File: config.mk
export PLATFORM = sky130hd
export DESIGN_NAME = uart_tx_scheduler
export DESIGN_NICKNAME = d
export VERILOG_FILES = /design/src/rtl/uart_tx_scheduler.sv
export SDC_FILE = /design/constraint.sdc
export NUM_CORES = 1
export LEC_CHECK = 0
export CAP_MARGIN = 20
export CORE_MARGIN = 1
export CORE_UTILIZATION = 46
export CTS_CLUSTER_SIZE = 12
export DETAILED_ROUTE_END_ITERATION = 12
export PLACE_DENSITY_LB_ADDON = 0.15
export SLEW_MARGIN = 20
export SYNTH_ARGS = -nofsm -noshare
export SYNTH_HDL_FRONTEND = slang
export SYNTH_SLANG_ARGS = --single-unit
File: constraint.sdc
create_clock -name clock -period 2.7 [get_ports clock]
set_input_delay 0.54 -clock clock [delete_from_list [all_inputs] [get_ports clock]]
set_output_delay 0.54 -clock clock [all_outputs]
set_load 0.01 [all_outputs]
File: src/rtl/uart_tx_scheduler.sv
// Round-robin scheduler that shares one UART word serializer between
// NUM_SRC packet buffers: grants a pending packet, captures it, clears the
// buffer, then emits a header word followed by the packet bytes MSB-first.
module uart_tx_scheduler #(
  parameter int unsigned NUM_SRC     = 2,
  parameter int unsigned PACKET_SIZE = 32,
  parameter logic [3:0]  HDR_TAG     = 4'hA
) (
  input  logic                           clock,
  input  logic                           reset_n,
  input  logic [NUM_SRC-1:0]             req,
  input  logic [NUM_SRC*PACKET_SIZE-1:0] packet_in,
  output logic [NUM_SRC-1:0]             buf_clear,
  output logic [10:0]                    word_out,
  output logic                           word_valid,
  input  logic                           word_ready,
  output logic                           busy,
  output logic [3:0]                     active_src
);

  localparam int unsigned SRC_W     = (NUM_SRC > 1) ? $clog2(NUM_SRC) : 1;
  localparam int unsigned NUM_BYTES = PACKET_SIZE / 8;
  localparam int unsigned IDX_W     = (NUM_BYTES > 1) ? $clog2(NUM_BYTES) : 1;
  localparam logic [IDX_W-1:0] LAST_IDX  = IDX_W'(NUM_BYTES - 1);
  localparam logic [10:0]      IDLE_WORD = 11'h7FF;

  typedef enum logic [1:0] {
    IDLE   = 2'd0,
    HEADER = 2'd1,
    DATA   = 2'd2
  } state_e;

  // Frame a byte: stop, even parity, data LSB-first, start.
  function automatic logic [10:0] uart_word(input logic [7:0] b);
    return {1'b1, ^b, b, 1'b0};
  endfunction

  // Byte idx of the packet counted from the most-significant end.
  function automatic logic [7:0] pkt_byte(input logic [PACKET_SIZE-1:0] pkt,
                                          input logic [IDX_W-1:0]       idx);
    logic [PACKET_SIZE-1:0] sh;
    sh = pkt << (32'd8 * 32'(idx));
    return sh[PACKET_SIZE-1 -: 8];
  endfunction

  state_e                 state_q, state_d;
  logic [SRC_W-1:0]       last_q, last_d;
  logic [3:0]             active_src_q, active_src_d;
  logic [PACKET_SIZE-1:0] shadow_q, shadow_d;
  logic [IDX_W-1:0]       byte_idx_q, byte_idx_d;
  logic [NUM_SRC-1:0]     buf_clear_q, buf_clear_d;
  logic                   word_valid_q, word_valid_d;
  logic [10:0]            word_out_q, word_out_d;
  logic                   busy_q, busy_d;

  logic [SRC_W-1:0]       grant_c;
  logic                   grant_found_c;
  logic [PACKET_SIZE-1:0] pkt_sel_c;
  logic [NUM_SRC-1:0]     clr_sel_c;
  logic [31:0]            cand_c;
  logic                   hs_c;

  // Round-robin search starting after the last grant; nearest candidate wins.
  always_comb begin
    grant_c       = '0;
    grant_found_c = 1'b0;
    cand_c        = '0;
    pkt_sel_c     = '0;
    clr_sel_c     = '0;
    for (int i = NUM_SRC; i >= 1; i--) begin
      cand_c = 32'(last_q) + 32'(i);
      if (cand_c >= NUM_SRC) cand_c = cand_c - NUM_SRC;
      if (req[SRC_W'(cand_c)]) begin
        grant_c       = SRC_W'(cand_c);
        grant_found_c = 1'b1;
      end
    end
    for (int s = 0; s < NUM_SRC; s++) begin
      if (grant_c == SRC_W'(s)) begin
        pkt_sel_c    = packet_in[s*PACKET_SIZE +: PACKET_SIZE];
        clr_sel_c[s] = 1'b1;
      end
    end
  end

  // Next-state and registered-output logic.
  always_comb begin
    state_d      = state_q;
    last_d       = last_q;
    active_src_d = active_src_q;
    shadow_d     = shadow_q;
    byte_idx_d   = byte_idx_q;
    buf_clear_d  = '0;
    word_valid_d = word_valid_q;
    word_out_d   = word_out_q;
    hs_c         = word_valid_q & word_ready;

    case (state_q)
      IDLE: begin
        if (grant_found_c) begin
          shadow_d     = pkt_sel_c;
          active_src_d = 4'(grant_c);
          last_d       = grant_c;
          buf_clear_d  = clr_sel_c;
          word_valid_d = 1'b1;
          word_out_d   = uart_word({HDR_TAG, 4'(grant_c)});
          state_d      = HEADER;
        end
      end
      HEADER: begin
        if (hs_c) begin
          byte_idx_d = '0;
          word_out_d = uart_word(pkt_byte(shadow_q, '0));
          state_d    = DATA;
        end
      end
      DATA: begin
        if (hs_c) begin
          if (byte_idx_q == LAST_IDX) begin
            word_valid_d = 1'b0;
            word_out_d   = IDLE_WORD;
            state_d      = IDLE;
          end else begin
            byte_idx_d = byte_idx_q + IDX_W'(1);
            word_out_d = uart_word(pkt_byte(shadow_q, byte_idx_q + IDX_W'(1)));
          end
        end
      end
      default: begin
        state_d      = IDLE;
        word_valid_d = 1'b0;
        word_out_d   = IDLE_WORD;
      end
    endcase

    busy_d = (state_d != IDLE);
  end

  // State and output registers; reset aborts any transfer in progress.
  always_ff @(posedge clock or negedge reset_n) begin
    if (!reset_n) begin
      state_q      <= IDLE;
      last_q       <= SRC_W'(NUM_SRC - 1);
      active_src_q <= '0;
      shadow_q     <= '0;
      byte_idx_q   <= '0;
      buf_clear_q  <= '0;
      word_valid_q <= 1'b0;
      word_out_q   <= IDLE_WORD;
      busy_q       <= 1'b0;
    end else begin
      state_q      <= state_d;
      last_q       <= last_d;
      active_src_q <= active_src_d;
      shadow_q     <= shadow_d;
      byte_idx_q   <= byte_idx_d;
      buf_clear_q  <= buf_clear_d;
      word_valid_q <= word_valid_d;
      word_out_q   <= word_out_d;
      busy_q       <= busy_d;
    end
  end

  assign buf_clear  = buf_clear_q;
  assign word_out   = word_out_q;
  assign word_valid = word_valid_q;
  assign busy       = busy_q;
  assign active_src = active_src_q;

endmodule

==> impl_metrics.json, run 1 <==
{
  "top_layer_used": "met4",
  "hold_buffers": 0,
  "crit_arrival_ns": 2.34,
  "initial_core_util": 0.484,
  "ctsHtreeMaxLevel": 2,
  "drtIter0Drc": 123,
  "synth.top_cell.area_share": 0.381,
  "grt.total_usage": 0.236,
  "ir_drop_mv": 0.600,
  "tightest_slew_ns": 0.710,
  "slew_headroom": 0.526,
  "grt_antenna_before_repair": 0,
  "yosys.area_share.simple": 0.197,
  "place.gp.congestion": 0.864,
  "p_sw_uw": 1780,
  "synth_cells": 302,
  "clock_skew_ns": 0.00697,
  "clk_path_buf_depth": 2,
  "outcome": "completed",
  "worst_path_max_delay_cell": "ha_1",
  "final_util": 0.660,
  "ctsResizeCount": 0,
  "clock.fmax_mhz": 476,
  "ys_seq_area_frac": 0.488,
  "port_buffers": 83,
  "wl_met2_microns": 3170,
  "crit_type": "reg -> reg",
  "drcViolationCount": 0,
  "layout_min_cycle_time_ns": 2.10,
  "cts_tree": "done",
  "vias": 2412,
  "synth_top_cell_by_area": "dfrtp_1",
  "p_sw_frac": 0.393,
  "power_frac_seq": 0.349,
  "setup_tns_ns": 0,
  "ys.warnings.count": 0,
  "synth.mux.area_fraction": 0.0705,
  "cp.required_ns": 2.94,
  "reg2reg_depth": 7,
  "dp_hpwl_microns": 4810,
  "synthArstFlopShare": 1.00,
  "synth_fa_ha_area_frac": 0.00464,
  "final-hold-violation-count": 0,
  "num-fill-cells": 466,
  "grt_setup_unrepaired": "false",
  "numCtsBuffers": 5,
  "setup_viol": 0,
  "synth_cell_types": 31,
  "wire_per_inst_microns": 14.3,
  "drt_wl_total_microns": 6470,
  "die_h_microns": 78.6,
  "synth_top_family_by_area": "simple AND/OR/NAND/NOR gates",
  "overflow": 0,
  "path_delay_family": "adder cells",
  "hold_class": "in -> async",
  "grt_pass1_vias": 2347,
  "core_area_sq_um": 5570,
  "yosys-top-cells-area": "dfrtp_1 (38%), nand2_1 (11%), dfstp_2 (11%)",
  "wl_met1_microns": 2850,
  "vias_per_cell": 5.35,
  "antenna_left": 0,
  "synth.most_common_cell": "nand2_1",
  "synth_edf_count": 0,
  "row_count": 27,
  "cts_setup_buffers": 0,
  "drv_slew": 0,
  "clockRootBuffer": "clkbuf_8",
  "comb_power_share": 0.551,
  "clk_pin_slew_ns": 0.09,
  "die-area_sq_um": 6170,
  "fin_crit_sh": 0.778,
  "synth.avg_cell_area_sq_um": 8.93,
  "wl_met3_microns": 289,
  "synth_compound_area_frac": 0.146,
  "synth_xor_area_frac": 0.0455,
  "firstDrtPassIters": 4,
  "io_pins": 88,
  "netlist_top_cells_count": "nand2_1 (82), dfrtp_1 (41), nor2_1 (36), a31oi_1 (31), clkbuf_1 (17)",
  "p_int_uw": 2750,
  "synth_top_flop_cell": "dfrtp_1",
  "grt_pass1_wl_microns": 11100,
  "end_kind": "flip-flop",
  "fin_nets": 448,
  "synth-seq-cells": 52,
  "p_per_area_nw_per_um2": 1230,
  "insertion_delay_ns": 0.30,
  "critPathMaxFanout": 9,
  "syn_to_final_growth_pct": 36.4,
  "syn-cell-area_sq_um": 2700,
  "grt_max_degree": 63,
  "path_cells": "ha_1, mux4_2, xnor2_1, xnor2_1, xnor2_1, nor2_1, a2bb2oi_1",
  "cts_sinks": 52,
  "p_leak_uw": 0.00150,
  "cp_common_cell": "xnor2_1",
  "antennaDiodeCount": 0,
  "cap_violations": 0,
  "drive_gt1_frac": 0.0976,
  "startpoint_type": "flip-flop",
  "p_clk_frac": 0.100,
  "max_stage_delay_ns": 0.50,
  "die_w_microns": 78.6,
  "cp.depth": 7,
  "cp_num_buf_inv": 0
}
==> stage by stage <==
stage	power (uW)	area [sq um]	std cells	setup WS, ns	hold slack [ns]
2_1_floorplan	3320	2700	304	0.816	0.244
3_3_place_gp	4030	3590	443	0.561	0.459
3_5_place_dp	4100	3590	443	0.543	0.459
4_1_cts	4540	3680	451	0.596	0.285
5_1_grt	4870	3680	451	0.414	0.314
6_report	4530	3680	451	0.599	0.274
==> placed cells by master (no fill, tap or decap), types with 2 or more instances in the layout <==
cell	Yosys	routed
o22ai_1	4	4
dfrtp_1	41	41
conb_1	2	4
inv_1	2	2
dfstp_2	11	11
a21o_1	3	3
a22oi_1	2	2
xnor2_1	12	12
clkdlybuf4s50_1	0	82
buf_4	4	8
nor2_1	36	36
o21ai_0	11	11
and2_1	2	2
a21oi_1	7	7
clkbuf_1	17	2
nand2_1	82	82
o31ai_1	5	5
xor2_1	2	2
clkbuf_8	0	6
a31oi_1	31	31
mux4_2	8	8
nor3_1	8	7
==> routing by layer <==
metal,vias up,GRT usage
li1,1180,-
met4,0,0.0963
met5,-,0
met3,16,0.0512
met1,1141,0.292
met2,75,0.398
==> worst paths after layout <==
kind                               start           end  slack, ns
hold reg to reg              word_out[9]   word_out[9]       0.47
setup / recovery           byte_idx_q[1]   word_out[9]       0.60
hold / removal                   reset_n  buf_clear[0]       0.27
min in group clock           word_out[9]   word_out[9]       0.47
setup reg to reg           byte_idx_q[1]   word_out[9]       0.60
max in group asynchronous        reset_n   word_out[7]       1.69
==> flip-flops by register name (all words and copies together), names as in the netlist <==
register,cells
shadow_q,32
word_out,10
buf_clear,2
byte_idx_q,2
state_q,2
active_src,1
busy,1
last_q,1
word_valid,1
==> cells by family after synthesis <==
kind of cell | Yosys count
AO/OA/AOI/OAI | 64
XOR/XNOR | 14
adder cells (fa/ha/maj) | 1
buffers and inverters | 27
flip-flops | 52
multiplexers | 9
other | 2
AND/OR/NAND/NOR | 133
==> cell type report <==
type | instances | area [sq um] | area share
Sequential cell | 52 | 1320 | 0.358
Multi-Input combinational cell | 225 | 1270 | 0.345
Timing Repair Buffer | 92 | 906 | 0.246
Clock buffer | 8 | 90.1 | 0.0245
Tap cell | 72 | 90.1 | 0.0245
Inverter | 2 | 7.51 | 0.00204
==> power by group through the flow <==
stage | Sequential (uW) | Clock [uW] | Combinational (uW)
2_1_floorplan | 1480 | 0 | 1850
3_3_place_gp | 1580 | 0 | 2450
3_5_place_dp | 1600 | 0 | 2500
4_1_cts | 1580 | 460 | 2510
5_1_grt | 1630 | 493 | 2750
6_report | 1580 | 451 | 2490
Power figures use the tool's default switching activity.
==> run 2, diff against run 1 <==
==> constraint.sdc (replaced) <==
create_clock -name clock -period 2 [get_ports clock]
set_input_delay 0.4 -clock clock [delete_from_list [all_inputs] [get_ports clock]]
set_output_delay 0.4 -clock clock [all_outputs]
set_load 0.01 [all_outputs]
==> run 2 against run 1 <==
- sequential power up 33%
- critical path type unchanged
- the flow now finishes with violations (negative setup slack)
- sequential cell count unchanged
- largest cell class unchanged
- highest routed layer unchanged
- critical path depth unchanged
- register-to-register slack worse by 0.61 ns
- critical endpoint unchanged
- cell area up 3.6%
- non-clock buffer count up 7
- combinational power up 47%
- clock power up 42%
- clock skew up 0.0013 ns
==> impl_metrics.json, run 2 (synthesized netlist as in run 1, its figures left out) <==
{
  "vias_per_cell": 5.15,
  "regToRegEndpoint": "word_out[9]",
  "grt_antenna_before_repair": 0,
  "grt_setup_unrepaired": "true",
  "setup_viol": 1,
  "ctsHtreeMaxLevel": 2,
  "grtUsageMet3": 0.0453,
  "violations": "negative setup slack",
  "row_count": 27,
  "port_buffers": 83,
  "vias": 2359,
  "top_usage_layer": "met2",
  "die_w_microns": 78.6,
  "ir_drop_mv": 0.885,
  "largest-register": "shadow_q",
  "final_cell_mix": "nand2_1 (82), clkdlybuf4s50_1 (82), dfrtp_1 (40)",
  "dp_hpwl_microns": 4870,
  "crit_arrival_ns": 2.24,
  "grt_max_degree": 63,
  "final_util": 0.684,
  "power.total_uw": 6410,
  "firstDrtPassIters": 4,
  "num-fill-cells": 464,
  "met1_usage": 0.305,
  "antennaDiodeCount": 0,
  "overflow": 0,
  "grt.total_usage": 0.231,
  "p_leak_uw": 0.00156,
  "final.setup.worst_slack_ns": -0.00998,
  "largest_register_ffs": 32,
  "fin_cells": 458,
  "core_area_sq_um": 5570,
  "grt_pass1_vias": 2280,
  "cap_violations": 0,
  "multi_input_area_sq_um": 1290,
  "tightest_slew_ns": 0.565,
  "fin_crit_sh": 1.00,
  "pre_cts_ws_ns": -0.0507,
  "drv_slew": 0,
  "rr_startpoint": "byte_idx_q[0]",
  "wire_per_inst_microns": 14.2,
  "regArea_sq_um": 1320,
  "cp.required_ns": 2.23,
  "fin_nets": 455,
  "startpoint": "byte_idx_q[0]",
  "clock_skew_ns": 0.00826,
  "die-area_sq_um": 6170,
  "p_per_area_nw_per_um2": 1680,
  "clock.fmax_mhz": 498,
  "startpoint_type": "flip-flop",
  "io_pins": 88,
  "grt_pass1_wl_microns": 10900,
  "antenna_left": 0,
  "crit_type": "reg -> reg",
  "reg2reg_depth": 7,
  "drcViolationCount": 0,
  "numCtsBuffers": 5,
  "drt_wl_total_microns": 6480,
  "drtIter0Drc": 135,
  "clk_pin_slew_ns": 0.09,
  "slew_headroom": 0.623,
  "die_h_microns": 78.6,
  "cts_sinks": 52,
  "end_kind": "flip-flop",
  "syn_to_final_growth_pct": 41.3,
  "place.gp.congestion": 0.896,
  "clk_path_buf_depth": 2,
  "cts_tree": "done",
  "whs_ns": 0.0815,
  "critPathMaxFanout": 9,
  "drive_gt1_frac": 0.124,
  "dpl.cell_count": 447,
  "outcome": "finished with violations",
  "grtUsageMet2": 0.380,
  "initial_core_util": 0.484,
  "clockRootBuffer": "clkbuf_8",
  "insertion_delay_ns": 0.30,
  "reg2reg_slack_ns": -0.01,
  "layout_min_cycle_time_ns": 2.01,
  "final-hold-violation-count": 0,
  "hold_class": "in -> async",
  "endpoint": "word_out[9]"
}
==> run 2: cell type report <==
type                            count  area share
Clock buffer                        8      0.0263
Multi-Input combinational cell    225       0.338
Sequential cell                    52       0.345
Tap cell                           72      0.0236
Timing Repair Buffer               99       0.265
Inverter                            2     0.00197
==> run 2: timing repair <==
item	in CTS	in global routing
gates resized for setup	3	3
gates cloned	0	1
setup endpoints to repair	1	1
endpoints found under the hold margin	0	0
setup buffers	0	2
pin swaps	0	2
hold buffers	0	0
==> run 2: layer usage <==
metal,part of all wire,wire length [microns]
met5,0,0
met4,0.019,123
met3,0.051,332
met2,0.48,3120
met1,0.45,2910
==> run 2: worst min-delay path by stage <==
| stage | start | endpoint | slack (ns) |
|---|---|---|---|
| 4_1_cts | reset_n | busy | 0.1 |
| 6_report | reset_n | busy | 0.08 |
| 2_1_floorplan | reset_n | active_src[0] | 0.10 |
| 5_1_grt | reset_n | busy | 0.12 |
| 3_5_place_dp | reset_n | busy | 0.43 |
| 3_3_place_gp | reset_n | buf_clear[1] | 0.42 |
==> run 2: worst max-delay path, stage by stage (launching register included) <==
cell and delay, ns:
dfrtp_2 0.47, ha_4 0.35, mux4_2 0.35, xnor2_1 0.24, xnor2_1 0.16, xnor2_1 0.11
nor2_1 0.09, a2bb2oi_1 0.16
==> run 2: through the flow <==
stage	area, sq um	TNS [ns]
6_report	3810	-0.00998
5_1_grt	3810	-0.101
4_1_cts	3760	0
3_5_place_dp	3640	-0.0507
3_3_place_gp	3640	0
2_1_floorplan	2700	0
==> run 2: power by group <==
part,internal [uW],switching [uW]
registers,1660,439
logic,1990,1670
clock network,316,324
total,3970,2440
